## config.mk

```make
export PLATFORM = sky130hd
export DESIGN_NAME = stim_sequencer
export DESIGN_NICKNAME = d
export VERILOG_FILES = /design/src/rtl/stim_pkg.sv /design/src/rtl/stim_table.sv /design/src/rtl/stim_sequencer.sv
export SDC_FILE = /design/constraint.sdc
export NUM_CORES = 1
export LEC_CHECK = 0
export CORE_MARGIN = 10
export CORE_UTILIZATION = 40
export CTS_CLUSTER_DIAMETER = 50
export DETAILED_ROUTE_END_ITERATION = 7
export GPL_ROUTABILITY_DRIVEN = 1
export SYNTH_ARGS = -nofsm -noshare
export SYNTH_HDL_FRONTEND = slang
export SYNTH_SLANG_ARGS = --single-unit
```

## constraint.sdc

```tcl
create_clock -name i_clk -period 3.79 [get_ports i_clk]
set_clock_uncertainty 0.1 [all_clocks]
set_input_delay 0.379 -clock i_clk [delete_from_list [all_inputs] [get_ports i_clk]]
set_output_delay 0.379 -clock i_clk [all_outputs]
set_load 0.02 [all_outputs]
```

## src/rtl/stim_pkg.sv

```systemverilog
// Shared types for the stimulus sequencer: FSM states, table entry layout.
// Entry widths match the generator's phase-step and dwell ports.
package stim_pkg;

    localparam int STIM_STEP_W  = 16;
    localparam int STIM_DWELL_W = 24;

    localparam logic [STIM_STEP_W-1:0] PHASE_48K = 16'd1042;

    typedef enum logic [1:0] {
        IDLE,
        LOAD,
        RUN,
        DONE
    } stim_state_e;

    typedef struct packed {
        logic                    sel;
        logic [1:0]              gain;
        logic [STIM_STEP_W-1:0]  phase_step;
        logic [STIM_DWELL_W-1:0] dwell;
    } stim_entry_t;

    // Dwell 0 behaves as 1, so the counter preload never underflows
    function automatic logic [STIM_DWELL_W-1:0] dwell_init(
        input logic [STIM_DWELL_W-1:0] d
    );
        return (d == '0) ? '0 : d - 1'b1;
    endfunction

endpackage

```

## src/rtl/stim_table.sv

```systemverilog
// Step table: one synchronous write port, one combinational read port.
// Contents are deliberately not reset.
module stim_table
    import stim_pkg::*;
#(
    parameter  int NUM_STEPS = 8,
    localparam int AW        = $clog2(NUM_STEPS)
) (
    input  logic          i_clk,
    input  logic          i_we,
    input  logic [AW-1:0] i_waddr,
    input  stim_entry_t   i_wdata,
    input  logic [AW-1:0] i_raddr,
    output stim_entry_t   o_rdata
);

    stim_entry_t mem [NUM_STEPS];

    always_ff @(posedge i_clk) begin
        if (i_we) begin
            mem[i_waddr] <= i_wdata;
        end
    end

    assign o_rdata = mem[i_raddr];

endmodule

```

## src/rtl/stim_sequencer.sv

```systemverilog
// Steps the stimulus generator's controls through a programmed table,
// holding each entry for its dwell time.
module stim_sequencer
    import stim_pkg::*;
#(
    parameter  int NUM_STEPS   = 8,
    parameter  int DWELL_WIDTH = 24,
    parameter  int STEP_WIDTH  = 16,
    localparam int AW          = $clog2(NUM_STEPS)
) (
    input  logic                   i_clk,
    input  logic                   i_rst_n,
    input  logic                   i_cfg_we,
    input  logic [AW-1:0]          i_cfg_addr,
    input  logic                   i_cfg_sel,
    input  logic [1:0]             i_cfg_gain,
    input  logic [STEP_WIDTH-1:0]  i_cfg_phase_step,
    input  logic [DWELL_WIDTH-1:0] i_cfg_dwell,
    input  logic [AW:0]            i_num_steps,
    input  logic                   i_loop,
    input  logic                   i_restart_en,
    input  logic                   i_start,
    input  logic                   i_abort,
    output logic                   o_sel,
    output logic [1:0]             o_noise_gain,
    output logic [STEP_WIDTH-1:0]  o_phase_step,
    output logic                   o_gen_rst_n,
    output logic [AW-1:0]          o_step_idx,
    output logic                   o_step_strobe,
    output logic                   o_busy,
    output logic                   o_done
);

    localparam logic [AW:0] N_MAX = (AW+1)'(NUM_STEPS);

    stim_state_e            state;
    stim_state_e            state_nxt;
    logic [AW-1:0]          idx;
    logic [DWELL_WIDTH-1:0] cnt;
    logic [AW:0]            n_eff;
    logic                   last_step;
    logic                   expire;
    logic                   abort_hit;
    stim_entry_t            wr_entry;
    stim_entry_t            rd_entry;

    assign wr_entry = '{
        sel:        i_cfg_sel,
        gain:       i_cfg_gain,
        phase_step: i_cfg_phase_step,
        dwell:      i_cfg_dwell
    };

    stim_table #(
        .NUM_STEPS (NUM_STEPS)
    ) u_table (
        .i_clk   (i_clk),
        .i_we    (i_cfg_we),
        .i_waddr (i_cfg_addr),
        .i_wdata (wr_entry),
        .i_raddr (idx),
        .o_rdata (rd_entry)
    );

    assign n_eff     = (i_num_steps > N_MAX) ? N_MAX : i_num_steps;
    // Also true if the step count shrinks below idx mid-run
    assign last_step = ({1'b0, idx} + 1'b1) >= n_eff;
    assign expire    = (state == RUN) && (cnt == '0);
    assign abort_hit = i_abort && (state != IDLE);

    always_ff @(posedge i_clk) begin
        if (!i_rst_n) begin
            state <= IDLE;
        end else begin
            state <= state_nxt;
        end
    end

    always_comb begin
        state_nxt = state;
        if (abort_hit) begin
            state_nxt = IDLE;
        end else begin
            unique case (state)
                IDLE: if (i_start) state_nxt = (n_eff == '0) ? DONE : LOAD;
                LOAD: state_nxt = RUN;
                RUN:  if (expire) state_nxt = (!last_step || i_loop) ? LOAD : DONE;
                DONE: state_nxt = IDLE;
                default: state_nxt = IDLE;
            endcase
        end
    end

    always_ff @(posedge i_clk) begin
        if (!i_rst_n) begin
            idx           <= '0;
            cnt           <= '0;
            o_sel         <= 1'b0;
            o_noise_gain  <= '0;
            o_phase_step  <= '0;
            o_step_strobe <= 1'b0;
        end else begin
            o_step_strobe <= 1'b0;
            if (abort_hit) begin
                o_sel        <= 1'b0;
                o_noise_gain <= '0;
                o_phase_step <= '0;
            end else begin
                unique case (state)
                    IDLE: begin
                        if (state_nxt == LOAD) idx <= '0;
                    end
                    LOAD: begin
                        o_sel         <= rd_entry.sel;
                        o_noise_gain  <= rd_entry.gain;
                        o_phase_step  <= rd_entry.phase_step;
                        cnt           <= dwell_init(rd_entry.dwell);
                        o_step_strobe <= 1'b1;
                    end
                    RUN: begin
                        if (!expire) begin
                            cnt <= cnt - 1'b1;
                        end else if (state_nxt == LOAD) begin
                            idx <= last_step ? '0 : idx + 1'b1;
                        end
                    end
                    default: ;
                endcase
            end
        end
    end

    always_comb begin
        o_busy      = (state == LOAD) || (state == RUN);
        o_done      = (state == DONE) && !i_abort;
        o_gen_rst_n = !((state == LOAD) && i_restart_en && !i_abort);
        o_step_idx  = idx;
    end

endmodule

```

-- Word-level counts from Yosys, hierarchy flattened
Memories as Yosys holds them, arrays and structs flattened. A register that Yosys moved wholly into a read port is not among the register bits.
Cells that the tools add are included.
W data, S select, Z words.
- register bits after elaboration: 49
- input port bits: 57
- output and inout port bits: 26
- memories kept: 1
- RAM bits: 344
- word-level logic and storage cells: 64
- bitwise logic cells: 2
- equality and inequality tests: 8
- mux-type cells: 20
- magnitude comparators: 2
- add/subtract/negate cells: 4
- reduce and logical (&&, ||, !) cells: 20
- memories (name ; words ; bits a word ; rd ports ; clocked after Yosys merged registers in ; wr ports ; RTL line ; text):
    u_table.mem ; 8 ; 43 ; 1 ; 1 ; 1 ; stim_table.sv:17 ; stim_entry_t mem [NUM_STEPS];
- operators by type and width (operator ; number):
    $logic_not A24 Y1 ; 2
    $mux W24 ; 2
    $pmux W24 S2 ; 1
    $sub A24 B1 Y24 const B ; 2
    $mux W3 ; 6
    $mux W2 ; 5
    $pmux W2 S4 ; 1
    $ne A2 B2 Y1 const B ; 3
    $pmux W3 S2 ; 1
    $reduce_bool A2 Y1 ; 3
    $logic_and A1 B1 Y1 ; 5
    $reduce_and A5 Y1 ; 1
    $add A3 B1 Y4 const B ; 1
    $eq A2 B1 Y1 const B ; 2
    $eq A2 B2 Y1 const B ; 2
    $ge A4 B4 Y1 ; 1
    $gt A4 B4 Y1 const B ; 1
    $logic_not A4 Y1 ; 1
    $mux W4 ; 1
    $add A3 B1 Y3 const B ; 1
    $logic_not A1 Y1 ; 3
    $mux W1 ; 3
    $reduce_and A3 Y1 ; 1
    $logic_not A2 Y1 ; 1
    4 further kinds ; 6

-- Logic depth before layout (Yosys ltp)
Gate-level depths: netlist (run 1).
- depth after elaboration: 15
- mapped depth: 15
- depth with buffers taken out: 9

-- Modules after synthesis
Synthesis (run 1) repeated with hierarchy kept, for this count alone.
- cells, all modules: 914
- area, all modules: 16535.9 um2
- modules (own cells, without submodules) (module ; cells an instance ; area each (um2) ; seq. area each (um2) ; instances):
    stim_table ; 511 ; 13166.4 ; 10329.9 ; 1
    stim_sequencer ; 403 ; 3369.5 ; 980.9 ; 1

-- Worst setup path before layout (run 1)
OpenSTA, ideal clock, no wires.
- path type: input -> register
- from: in i_cfg_addr[1]
- to: mem u_table.mem[0][0] in the netlist's numbering, enable pin
- data required time: 3.193 ns
- buffers on the path: 0
- path slack: -0.308 ns
- setup time: 0.497 ns
- arrival time: 3.501 ns
- stages: 2
- path through: nand2b_1 -> nor3_1
- RTL lines (what ; RTL line ; text):
    start: declaration ; stim_sequencer.sv:14 ; input logic [AW-1:0] i_cfg_addr,
    end: declaration ; stim_table.sv:17 ;
Straight into the memory's write port.

==> results of run 1 <==
-- routing by layer --
metal | track usage | vias up
met2 | 0.244 | 209
met4 | 0.0351 | 6
met1 | 0.194 | 4594
met3 | 0.0307 | 57
li1 | - | 4202
met5 | 0 | -
-- cells by family after synthesis --
| kind of cell | share of synthesized area |
|---|---|
| AOI/OAI and AO/OA | 0.0559 |
| adders and majority gates | 0.00821 |
| and+or+nand+nor | 0.0734 |
| buffers and inverters | 0.0245 |
| xor gates and xnor gates | 0.00680 |
| muxes | 0.153 |
| DFF | 0.679 |
-- cell type report --
cell class,instances,share of cell area
inverters,13,0.00247
multi-input cells,522,0.256
flip-flops and latches,396,0.577
repair buffers,111,0.0539
clock inverters,26,0.0148
well taps,532,0.0337
clock buffers,58,0.0626
-- report_power, final --
part	switching (W)	internal (W)
Clock	0.00173	0.00266
Combinational	0.00140	0.000778
Sequential	0.000195	0.00503
-- metrics by stage --
stage	worst slack [ns]	instance area [um^2]
3_3_place_gp	0.420	18200
2_1_floorplan	0.188	16800
6_report	0.405	19700
3_5_place_dp	0.394	18200
5_1_grt	0.158	19700
4_1_cts	0.375	19700
-- worst register-to-register path: cells and delay by family, from the launching register on --
family / cells / cell delay, ns
AND/OR/NAND/NOR: 4 / 0.89
flip-flops: 1 / 0.67
multiplexers: 2 / 0.66
buffers and inverters: 2 / 0.59
AO/OA/AOI/OAI: 1 / 0.38
-- final timing paths --
check / start / end / slack (ns) / cells after the start
setup / recovery: register / cnt[10]$_SDFFE_PN0P_ / 0.41 / 9
hold / removal: o_phase_step[1]$_SDFFE_PP0P_ / o_phase_step[1]$_SDFFE_PP0P_ / 0.36 / 2
setup reg to reg: register / cnt[10]$_SDFFE_PN0P_ / 0.41 / 9
hold reg to reg: o_phase_step[1]$_SDFFE_PP0P_ / o_phase_step[1]$_SDFFE_PP0P_ / 0.36 / 2
-- placed cells by master, fill, tap and decap left out, types with 10 or more instances in the layout --
master,n
mux4_1,15
dfxtp_1,49
nand3_1,18
nand4_1,14
clkbuf_16,45
buf_4,27
clkinv_2,10
ha_1,11
a21oi_1,24
inv_1,13
nor2_1,26
nand2_1,51
mux4_2,70
o21ai_0,53
xnor2_1,10
edfxtp_1,344
nor4_1,13
clkdlybuf4s50_1,82
mux2i_1,40
nor3_1,15
o21ai_1,13
-- flip-flops by register name, indices dropped and copies added, names as in the netlist, named ones only --
register	cells
o_noise_gain	2
o_step_strobe	1
u_table.mem	344
o_sel	1
o_step_idx	3
state	2
o_phase_step	16
cnt	24
==> impl_metrics.tcl, run 1 <==
set metrics [dict create \
    drive_above_1_share 0.199 \
    multi_input_area_mm2 0.00505 \
    final_hold_viol_count 0 \
    clock-sinks 396 \
    met2_length_mm 18.2 \
    dp.cells 1574 \
    synth_area_leaders "edfxtp_1 62%, mux4_2 9.4%, dfxtp_1 6.2%, mux2i_1 2.4%, mux4_1 2.4%" \
    ant_nets 0 \
    insertion_delay_ns 0.56 \
    finalWirelength_mm 37.0 \
    relSlewSlack 0.422 \
    cts_hold_buf 0 \
    cts_buffers 45 \
    fin_util 0.480 \
    grt.overflow.total 0 \
    path_cells "buf_4 > buf_4 > mux4_2 > mux2i_2 > nand4_4 > nor2_4 > nand4_4 > a311oi_1 > nor2_1" \
    grt_pass1_wl_mm 57.3 \
    timing.final.crit_share 0.893 \
    cap_violations 0 \
    seq_area_frac_synth 0.679 \
    ff_latch_area_mm2 0.0114 \
    start_util 0.408 \
    leakagePower_nw 6.19 \
    die-area_mm2 0.0505 \
    routed.top_layer "met5" \
    portBuffers 82 \
    cellPowerDensity_mw_per_mm2 598 \
    timing.hold.ws_ns 0.360 \
    firstDrtPassIters 5 \
    synth_top_area_frac 0.616 \
    core_mm2 0.0411 \
    ir_drop_mv 0.418 \
    power_w 0.0118 \
    holdCritPathClass "register to register" \
    cts_buffer_depth 3 \
    critPathMaxFanout 34 \
    max_stage_delay_ns 0.67 \
    worst_pin_slew_ns 0.860 \
    final_cells 1658 \
    slew_viol_final 0 \
    cp.required_ns 4.12 \
    crit_family "simple AND/OR/NAND/NOR gates" \
    worstPathArrival_ns 3.72 \
    ys_ff_latch 396 \
    pin_count 83 \
    syn_inst 981 \
    synth_ff_type "edfxtp_1" \
    avgSynthCellArea_um2 17.1 \
    die_y_um 225 \
    end_kind "register" \
    gr-usage-all-layers 0.147 \
    cts_tree "built" \
    hpwl_mm 22.3 \
    synth_edf_count 344 \
    yosysTopAreaCell "edfxtp_1" \
    detail_route.wl_per_cell_um 22.3 \
    grt_max_degree 44 \
    synth_nets 1049 \
    root_buffer "clkbuf_16" \
    wl_met3_mm 1.90 \
    antenna_cells 0 \
    fp.dieW_um 225 \
    rsz0062_at_grt "false" \
    ys_types 82 \
    ys_top_cells_by_count "344 x edfxtp_1, 70 x mux4_2, 53 x o21ai_0" \
    clkSlewWorstSetupHoldPaths_ns 0.06 \
    drtIter0Drc 711 \
    met1_length_mm 16.3 \
    syn_area_mm2 0.0168 \
    grt_pass1_vias 9555 \
    period_minus_slack_ns 3.38 \
    antenna_found_initial 3 \
    criticalPathCategory "register to register" \
    setup_viol 0 \
    crit_slowest_cell "dfxtp_4" \
    via_per_inst 5.47 \
    drcViolationCount 0 \
    postCtsSetupBuffers 0 \
    areaGrowthSynthToFinish_pct 17.8 \
    cts_max_level 2 \
    fin_nets 1157 \
    worstPathBufferInverterCount 2 \
    yosysWarnings 0 \
    yosysMostFrequentCell "edfxtp_1" \
    cts-resized-gates 0 \
    synth-async-reset-ratio 0 \
    critPathLaunchType "register" \
    fmax_mhz 295 \
    fin_setup_tns_ns 0 \
    gp_congestion 0.809 \
    fill_cells 3509 \
    rows 74 \
    vias 9068 \
    outcome "completed" \
]
No activity file was read; power rests on OpenSTA's default activity.
==> run 2, diff against run 1 <==
- ABC_AREA: default -> 1
==> run 2 against run 1 <==
Die area up 3.3%. Clock power is 3% lower. Critical endpoint is now cnt[22]$_SDFFE_PN0P_. Critical path type unchanged. Combinational power up 38%. Critical path depth increased by 6.
==> impl_metrics.tcl, run 2 <==
set metrics [dict create \
    die_y_um 228 \
    outcome "completed" \
    end_kind "register" \
    synth_edf_count 344 \
    via_per_inst 5.09 \
    ys_ff_latch 396 \
    grt_pass1_wl_mm 68.5 \
    critPathLaunchType "register" \
    grt_max_degree 122 \
    synth_ff_type "edfxtp_1" \
    post-route-cell-area_mm2 0.0203 \
    fmax_mhz 323 \
    vias 12200 \
    crit_slowest_cell "dfxtp_4" \
    yosysMostFrequentCell "nand2_1" \
    final_common_cell "nand2_1" \
    holdCritPathClass "register to register" \
    clkSlewWorstSetupHoldPaths_ns 0.06 \
    die-area_mm2 0.0522 \
    ys_top_cells_by_count "399 x nand2_1, 344 x edfxtp_1, 211 x nor2_1" \
    period_minus_slack_ns 3.10 \
    cts_max_level 2 \
    firstDrtPassIters 5 \
    ir_drop_mv 0.402 \
    drive_above_1_share 0.0733 \
    insertion_delay_ns 0.57 \
    start_util 0.404 \
    hpwl_mm 25.1 \
    syn_inst 1709 \
    antenna_found_initial 5 \
    root_buffer "clkbuf_16" \
    finalWirelength_mm 43.4 \
    rows 76 \
    clock-sinks 396 \
    avgSynthCellArea_um2 10.2 \
    path_cells "buf_12 > nand2_1 > nand3_1 > nand3_1 > nand2_1 > ha_1 > nand3_1 > inv_1 > nand2_2 > nor2_4 > nand3_2 > nand2_4 > inv_2 > nand2_1 > a21oi_1" \
    synth_top_area_frac 0.595 \
    largest_reg_flops 344 \
    worst_pin_slew_ns 0.972 \
    place_area_mm2 0.0188 \
    worstPathArrival_ns 3.43 \
    criticalPathCategory "register to register" \
    critPathMaxFanout 121 \
    ant_nets 0 \
    grt.overflow.total 0 \
    core_mm2 0.0430 \
    cts-resized-gates 0 \
    cts_tree "built" \
    gr-usage-all-layers 0.163 \
    cp.required_ns 4.12 \
    syn_area_mm2 0.0174 \
    fin_setup_tns_ns 0 \
    detail_route.wl_per_cell_um 18.1 \
    synth_area_leaders "edfxtp_1 59%, nand2_1 8.6%, dfxtp_1 6.0%, nor2_1 4.6%, nand3_1 4.0%" \
    yosysTopAreaCell "edfxtp_1" \
    max_stage_delay_ns 0.60 \
    cts_hold_buf 0 \
    areaGrowthSynthToFinish_pct 16.8 \
    gp_congestion 0.867 \
    setup_viol 0 \
    slew_viol_final 0 \
    drtIter0Drc 855 \
    ys_types 37 \
    drcViolationCount 0 \
    cellPowerDensity_mw_per_mm2 615 \
    cts_buffers 43 \
    cap_violations 0 \
    leakagePower_nw 7.68 \
    relSlewSlack 0.351 \
    pin_count 83 \
    postCtsSetupBuffers 0 \
    grt_pass1_vias 12000 \
    top_register "u_table.mem" \
    seq_area_frac_synth 0.655 \
    reg_top3 "u_table.mem x344, cnt x24, o_phase_step x16" \
    final_hold_viol_count 0 \
    yosysWarnings 0 \
    cts_buffer_depth 3 \
    rsz0062_at_grt "false" \
    synth-async-reset-ratio 0 \
    timing.final.crit_share 0.817 \
    portBuffers 82 \
    mostFrequentLayoutCells "399 x nand2_1, 344 x edfxtp_1, 202 x nor2_1" \
    fp.dieW_um 228 \
    synth_nets 1777 \
    fin_nets 1850 \
]
-- run 2: cell count changes in the layout (fill, tap and decap cells not counted), sizes merged, moves of 38 or more --
cell	change
mux4	-85
inv	+160
nand3	+121
o221ai	+38
nor2	+183
nand2	+354
o21ai	+67
mux2i	-48
-- run 2: where the power goes --
part | internal, W | switching, W
combinational | 0.000963 | 0.00203
clock | 0.00251 | 0.00173
sequential | 0.00503 | 0.000211
-- run 2: final timing paths --
path,startpoint,end,slack [ns],depth (start not counted)
worst min register to register,o_phase_step[0]$_SDFFE_PP0P_,o_phase_step[0]$_SDFFE_PP0P_,0.37,2
worst max-delay path,register,cnt[22]$_SDFFE_PN0P_,0.69,15
worst min-delay path,o_phase_step[0]$_SDFFE_PP0P_,o_phase_step[0]$_SDFFE_PP0P_,0.37,2
worst max register to register,register,cnt[22]$_SDFFE_PN0P_,0.69,15
-- run 2: logic make-up (layout without fill, tap and decap cells) --
logic type | count (synthesis) | in the layout | synth area share
compound gates | 239 | 239 | 0.0808
flops | 396 | 396 | 0.655
xor+xnor | 12 | 12 | 0.00605
other cells | 0 | 1 | 0
fa+ha+maj | 11 | 11 | 0.00792
simple gates | 793 | 793 | 0.189
buf+inv | 258 | 364 | 0.0615
-- run 2: final cells by class --
class,instances,area [um^2]
fill,4029,22700
sequential,396,11400
multi-input combinational,1055,4990
clock buffer,60,1200
timing repair buffer,111,1080
tap,585,732
inverter,175,659
clock inverter,18,244
antenna,1,2.50
-- run 2: metrics by stage --
| step | utilization | std cells | setup slack (ns) | power, W | hold slack, ns |
|---|---|---|---|---|---|
| after floorplan | - | 1709 | 0.917 | 0.00734 | 0.378 |
| after global placement | 0.438 | 2322 | 0.773 | 0.00828 | 0.355 |
| after detailed placement | 0.438 | 2322 | 0.717 | 0.00833 | 0.357 |
| after CTS | 0.472 | 2400 | 0.689 | 0.0126 | 0.376 |
| after global routing | 0.472 | 2400 | 0.407 | 0.0132 | 0.385 |
| final | 0.472 | 2401 | 0.692 | 0.0125 | 0.369 |
-- run 2: critical path: cells and delay by family, from the launching register on --
| kind | cells | cell delay [ns] |
|---|---|---|
| flops | 1 | 0.60 |
| simple gates | 10 | 1.20 |
| buf+inv | 3 | 0.74 |
| fa+ha+maj | 1 | 0.22 |
| compound gates | 1 | 0.06 |
-- run 2: routing by layer --
layer	track usage	vias up	routed length (um)
met1	0.211	5951	19500
met3	0.0314	65	2220
li1	-	5958	-
met4	0.0408	6	840
met2	0.278	253	20900
met5	0	-	34
